## src/rtl/t05_pkg.sv

```systemverilog
// Shared types and constants for the bit packer and its byte FIFO.
package t05_pkg;

  localparam int BYTE_W = 8;

  typedef enum logic [1:0] {
    PK_IDLE  = 2'd0,
    PK_PACK  = 2'd1,
    PK_DRAIN = 2'd2
  } pk_state_e;

endpackage

```

## src/rtl/t05_byte_fifo.sv

```systemverilog
// Small circular byte FIFO with a registered head byte so the output never glitches.
module t05_byte_fifo
  import t05_pkg::*;
#(
  parameter int FIFO_DEPTH = 4
) (
  input  logic                          clk,
  input  logic                          rst,
  input  logic                          clear,
  input  logic                          push,
  input  logic [BYTE_W-1:0]             push_data,
  input  logic                          pop,
  output logic [BYTE_W-1:0]             head,
  output logic                          full,
  output logic                          empty,
  output logic [$clog2(FIFO_DEPTH):0]   count
);

  localparam int AW = $clog2(FIFO_DEPTH);
  localparam logic [AW:0] DEPTH_C = (AW + 1)'(FIFO_DEPTH);

  logic [BYTE_W-1:0] mem [FIFO_DEPTH];
  logic [AW-1:0]     wr_ptr_q, wr_ptr_d, rd_ptr_q, rd_ptr_d, rd_ptr_inc;
  logic [AW:0]       count_q, count_d;
  logic [BYTE_W-1:0] head_q, head_d;
  logic              do_push, do_pop;

  always_comb begin
    do_pop     = pop && (count_q != '0);
    do_push    = push && ((count_q != DEPTH_C) || do_pop);
    rd_ptr_inc = rd_ptr_q + AW'(1);
    wr_ptr_d   = wr_ptr_q;
    rd_ptr_d   = rd_ptr_q;
    count_d    = count_q;
    head_d     = head_q;
    if (do_push) wr_ptr_d = wr_ptr_q + AW'(1);
    if (do_pop)  rd_ptr_d = rd_ptr_inc;
    case ({do_push, do_pop})
      2'b10:   count_d = count_q + (AW + 1)'(1);
      2'b01:   count_d = count_q - (AW + 1)'(1);
      default: count_d = count_q;
    endcase
    // Head must already hold the next byte when the pop edge completes.
    if (do_pop) begin
      if (count_q > (AW + 1)'(1)) head_d = mem[rd_ptr_inc];
      else if (do_push)           head_d = push_data;
      else                        head_d = '0;
    end else if ((count_q == '0) && do_push) begin
      head_d = push_data;
    end
    if (clear) begin
      wr_ptr_d = '0;
      rd_ptr_d = '0;
      count_d  = '0;
      head_d   = '0;
    end
  end

  always_ff @(posedge clk or negedge rst) begin
    if (!rst) begin
      wr_ptr_q <= '0;
      rd_ptr_q <= '0;
      count_q  <= '0;
      head_q   <= '0;
    end else begin
      wr_ptr_q <= wr_ptr_d;
      rd_ptr_q <= rd_ptr_d;
      count_q  <= count_d;
      head_q   <= head_d;
    end
  end

  always_ff @(posedge clk) begin
    if (do_push && !clear) mem[wr_ptr_q] <= push_data;
  end

  assign head  = head_q;
  assign count = count_q;
  assign empty = (count_q == '0);
  assign full  = (count_q == DEPTH_C);

endmodule

```

## src/rtl/t05_bit_packer.sv

```systemverilog
// Packs a qualified serial bit stream into MSB-first bytes, pads on flush,
// and buffers bytes for a valid/ready consumer.
module t05_bit_packer
  import t05_pkg::*;
#(
  parameter int FIFO_DEPTH = 4,
  parameter int CNT_W      = 16
) (
  input  logic              clk,
  input  logic              rst,
  input  logic              clear,
  input  logic              bit_in,
  input  logic              bit_valid,
  input  logic              flush,
  output logic [BYTE_W-1:0] byte_out,
  output logic              byte_valid,
  input  logic              byte_ready,
  output logic              flush_done,
  output logic              overflow,
  output logic [CNT_W-1:0]  total_bits,
  output logic              busy
);

  localparam int AW = $clog2(FIFO_DEPTH);

  pk_state_e         state_q, state_d;
  logic [BYTE_W-1:0] acc_q, acc_d, acc_in;
  logic [2:0]        n_q, n_d;
  logic [3:0]        n_in;
  logic [CNT_W-1:0]  total_q, total_d;
  logic              flush_done_q, flush_done_d;
  logic              overflow_q, overflow_d;
  logic              push, pop, flush_acc, empty_next;
  logic [BYTE_W-1:0] push_data;
  logic              fifo_full, fifo_empty;
  logic [AW:0]       fifo_count;

  always_comb begin
    acc_in       = bit_valid ? {acc_q[BYTE_W-2:0], bit_in} : acc_q;
    n_in         = {1'b0, n_q} + {3'b000, bit_valid};
    flush_acc    = flush && (state_q != PK_DRAIN);
    pop          = byte_valid && byte_ready;
    acc_d        = acc_in;
    n_d          = n_in[2:0];
    total_d      = total_q;
    push         = 1'b0;
    push_data    = '0;
    state_d      = state_q;
    flush_done_d = 1'b0;
    overflow_d   = overflow_q;

    if (bit_valid && (total_q != '1)) total_d = total_q + CNT_W'(1);

    // A completing bit takes precedence, so a coincident flush adds no pad byte.
    if (bit_valid && (n_q == 3'd7)) begin
      push      = 1'b1;
      push_data = acc_in;
      n_d       = 3'd0;
    end else if (flush_acc && (n_in != 4'd0)) begin
      push      = 1'b1;
      push_data = acc_in << (4'd8 - n_in);
      n_d       = 3'd0;
      acc_d     = '0;
    end

    if (push && fifo_full && !pop) overflow_d = 1'b1;
    empty_next = !push && (fifo_empty || ((fifo_count == (AW + 1)'(1)) && pop));

    case (state_q)
      PK_IDLE: begin
        if (flush)          state_d = PK_DRAIN;
        else if (bit_valid) state_d = PK_PACK;
      end
      PK_PACK: begin
        if (flush) state_d = PK_DRAIN;
      end
      PK_DRAIN: state_d = PK_DRAIN;
      default:  state_d = PK_IDLE;
    endcase

    // Drain completes on the edge that leaves the FIFO empty.
    if ((state_d == PK_DRAIN) && empty_next) begin
      flush_done_d = 1'b1;
      state_d      = PK_IDLE;
    end

    if (clear) begin
      acc_d        = '0;
      n_d          = '0;
      total_d      = '0;
      push         = 1'b0;
      state_d      = PK_IDLE;
      flush_done_d = 1'b0;
      overflow_d   = 1'b0;
    end
  end

  always_ff @(posedge clk or negedge rst) begin
    if (!rst) begin
      state_q      <= PK_IDLE;
      acc_q        <= '0;
      n_q          <= '0;
      total_q      <= '0;
      flush_done_q <= 1'b0;
      overflow_q   <= 1'b0;
    end else begin
      state_q      <= state_d;
      acc_q        <= acc_d;
      n_q          <= n_d;
      total_q      <= total_d;
      flush_done_q <= flush_done_d;
      overflow_q   <= overflow_d;
    end
  end

  t05_byte_fifo #(.FIFO_DEPTH(FIFO_DEPTH)) u_fifo (
    .clk      (clk),
    .rst      (rst),
    .clear    (clear),
    .push     (push),
    .push_data(push_data),
    .pop      (pop),
    .head     (byte_out),
    .full     (fifo_full),
    .empty    (fifo_empty),
    .count    (fifo_count)
  );

  assign byte_valid = !fifo_empty;
  assign flush_done = flush_done_q;
  assign overflow   = overflow_q;
  assign total_bits = total_q;
  assign busy       = (state_q == PK_DRAIN) || byte_valid;

endmodule

```

## config.mk

```make
export PLATFORM = sky130hd
export DESIGN_NAME = t05_bit_packer
export DESIGN_NICKNAME = d
export VERILOG_FILES = /design/src/rtl/t05_pkg.sv /design/src/rtl/t05_byte_fifo.sv /design/src/rtl/t05_bit_packer.sv
export SDC_FILE = /design/constraint.sdc
export NUM_CORES = 1
export LEC_CHECK = 0
export ABC_CLOCK_PERIOD_IN_PS = 3100
export CAP_MARGIN = 5
export CORE_MARGIN = 2
export CORE_UTILIZATION = 25
export CTS_BUF_LIST = sky130_fd_sc_hd__clkbuf_2 sky130_fd_sc_hd__clkbuf_4 sky130_fd_sc_hd__clkbuf_8
export DETAILED_ROUTE_END_ITERATION = 8
export REMOVE_ABC_BUFFERS = 1
export SLEW_MARGIN = 20
export SYNTH_ARGS = -nofsm -noshare
export SYNTH_HDL_FRONTEND = slang
export SYNTH_SLANG_ARGS = --single-unit
```

## constraint.sdc

```tcl
create_clock -name clk -period 3.1 [get_ports clk]
set_input_delay 0.62 -clock clk [delete_from_list [all_inputs] [get_ports clk]]
set_output_delay 0.62 -clock clk [all_outputs]
set_load 0.02 [all_outputs]
```

==> flow_summary_export.csv <==
group,metric,value,unit
sta,maxSlewHeadroom,0.594,
synthesis,syn_avg_cell_area,11.4,sq um
clock_network,cts_buffer_depth,2,
finish,stdcell_area,5190,sq um
worst_setup_path,crit_chain,"clkdlybuf4s50_1 > ha_1 > xnor2_1 > ha_1 > buf_4 > mux2_2 > a21o_1 > mux2_2 > o22ai_1 > buf_4",
sta,min_period,2.99,ns
clock_network,clkSinkCount,78,
clock_network,cts_tree,"yes",
sta,hold_violations,0,
placement,io_buffer_count,34,
pwr,peakVddDrop,219,uV
placement,place_ws,-0.292,ns
global_routing,grtUsageTotal,0.115,
sta,fmax,334,MHz
pwr,powerDensity,581,nW/um^2
sta,finalWorstSetupSlack,0.106,ns
synthesis,yosysMostFrequentCell,"nor2_1",
route,drtIter0Drc,90,
pwr,leakagePower,0.00202,uW
sta,finalSetupTns,0,ns
route,first_pass_iters,4,
clock_network,path_clk_slew,0.09,ns
worst_setup_path,crit_buf_inv,3,
global_routing,antenna_found_initial,0,
placement,placedInstanceArea,4990,sq um
route,antenna_left,0,
worst_setup_path,start_kind,"primary input",
die,coreArea,16000,sq um
route,highest_layer,"met4",
worst_setup_path,critPathMaxFanout,4,
finish,synthToLayoutAreaGrowth,26.0,%
sta,final.period_utilization,0.966,
route,routed_wl,9.47,mm
synthesis,synthArstFlopShare,0.590,
die,io-pin-count,35,
synthesis,synth_edf_count,32,
worst_setup_path,cpMaxStageDelayCell,"clkdlybuf4s50_1",
worst_setup_path,cp_top_family,"buffers and inverters",
sta,skew,0.0145,ns
sta,setup_viol,0,
finish,final_layout_size_suffix_gt1_frac,0.211,
synthesis,synth-seq-cells,78,
hold_path,min_path_type,"in2async",
route,met3_length,453,microns
pwr,finalPower,3010,uW
clock_network,post_cts_buffers,0,
synthesis,synthCells,360,
synthesis,syn_area,4120,sq um
die,dieArea,17500,sq um
sta,slew_violations,0,
global_routing,globalRouteOverflowTotal,0,
sta,worst_slew_pin_slew,0.609,ns
synthesis,ys.warnings.count,0,
clock_network,postCtsResizedCells,0,
sta,hold_slack,0.253,ns
job,cap_viol_max_count,0,
die,initial_utilization,0.257,
global_routing,grt_pass1_wl,15.9,mm
clock_network,ctsRootBufferMaster,"clkbuf_8",
die,die_y,132,microns
die,fp-row-count,46,
route,route.detailed.drc,0,
clock_network,cts_buffers,9,
finish,n_antenna_cell,0,
worst_setup_path,cp.arrival,3.25,ns
clock_network,htreeDepth,3,
worst_setup_path,critPathKind,"in2reg",
route,vias,3028,
route,dr_wl_met2,4.49,mm
route,wl_per_cell,14.6,microns
route,vias_per_cell,4.68,
global_routing,grt_max_degree,47,
synthesis,synthTopCellsByCount,"47 x nor2_1, 46 x dfrtp_1, 32 x edfxtp_1",
worst_setup_path,slowest_delay,0.47,ns
placement,gp_congestion,0.813,
finish,nNetsFinal,446,
sta,grt_setup_unrepaired,"false",
route,wl_met1,4.35,mm
worst_setup_path,critPathRequiredTime,3.35,ns
clock_network,cts-hold-fix-buffers,0,
worst_setup_path,end_kind,"flop",
synthesis,synth_top_area_frac,0.280,
synthesis,synth_top_area_cell,"dfrtp_1",
status,status,"finished, final reports clean",
die,dieWidth,132,microns
synthesis,seq_area_frac_synth,0.513,
placement,hpwlAfterDp,6.97,mm
clock_network,worstSkewPairLatency,0.38,ns
synthesis,yosysUniqueCellTypes,56,
synthesis,synth_area_leaders,"dfrtp_1 28%, edfxtp_1 23%, mux4_2 6.6%, nor2_1 4.3%, ha_1 4.0%",
global_routing,grt_pass1_vias,3091,
synthesis,ys.flop_type,"dfrtp_1",
## layer usage
metal,GRT usage,up-vias
met4,0.0394,0
met3,0.0381,16
li1,-,1459
met1,0.143,1479
met5,0,-
met2,0.186,74
## layout by cell type (no fill, tap or decap), types with 2 or more instances in the layout
cell type        instances
ha_1                    13
nor3b_1                  3
o22ai_1                 11
o21a_1                   2
a311oi_1                 2
buf_4                   37
nand2_1                 20
o21ai_2                  2
nor4_1                   4
inv_1                   14
or4b_1                   3
nor3_1                  11
buf_12                   4
xor2_1                   9
a21o_1                   3
mux4_2                  12
or2_2                    2
nor2_1                  46
mux2i_1                 12
xnor2_1                  7
or3_1                    4
a211o_1                  4
and3_1                   4
clkdlybuf4s50_1         33
mux2_2                   5
nand3_1                  5
nand4_1                  7
a21oi_1                 13
edfxtp_1                32
inv_6                    3
a31oi_1                  3
nand2b_1                 6
and2_1                   5
o21ai_0                  5
clkbuf_8                 9
o2111a_1                 2
a22oi_1                  3
clkinv_4                 2
dfrtp_1                 46
## power breakdown
| group | switching (uW) | leakage (uW) | total, uW | internal (uW) |
|---|---|---|---|---|
| logic | 534 | 0.00100 | 1020 | 481 |
| registers | 117 | 0.000924 | 1280 | 1160 |
| clock network | 418 | 0.0000906 | 718 | 300 |
| total | 1070 | 0.00202 | 3010 | 1950 |
## area by class of cell
type / instances / area (sq um)
Multi-Input combinational cell: 248 / 1880
Inverter: 15 / 56.3
Tap cell: 216 / 270
Sequential cell: 78 / 2110
Timing Repair Buffer: 74 / 688
Fill cell: 1664 / 10800
Clock inverter: 7 / 56.3
Clock buffer: 9 / 124
## sequential cells by signal, summed over array words and instances (netlist names)
signal,count
acc_q,8
u_fifo.rd_ptr_q,2
state_q,2
overflow,1
u_fifo.mem,32
n_q,3
total_bits,16
flush_done,1
u_fifo.wr_ptr_q,2
u_fifo.head,8
u_fifo.count,3
## worst paths after layout
check | cells past startpoint | end | start | slack [ns]
worst min register to register | 1 | state_q[0] | state_q[1] | 0.46
min in group clk | 1 | state_q[0] | state_q[1] | 0.46
worst min-delay path | 1 | total_bits[8] | rst | 0.25
worst max register to register | 9 | u_fifo.mem[0][5] | n_q[0] | 0.43
max in group asynchronous | 1 | acc_q[5] | rst | 2.43
worst max-delay path | 10 | u_fifo.mem[0][5] | bit_valid | 0.11
## stage by stage
step	utilization	std cells
3_3_place_gp	0.312	631
6_report	0.324	647
4_1_cts	0.323	647
5_1_grt	0.324	647
3_5_place_dp	0.312	631
2_1_floorplan	-	341
## logic make-up (layout without fill, tap and decap cells)
kind of cell,after synthesis,after routing,share of synthesized area
buffers and inverters,34,105,0.0334
multiplexers,29,29,0.109
adder cells (fa/ha/maj),13,13,0.0395
AND/OR/NAND/NOR,127,127,0.158
flip-flops,78,78,0.513
AO/OA/AOI/OAI,61,61,0.105
XOR/XNOR,18,18,0.0420
(Power assumes the default switching activity.)
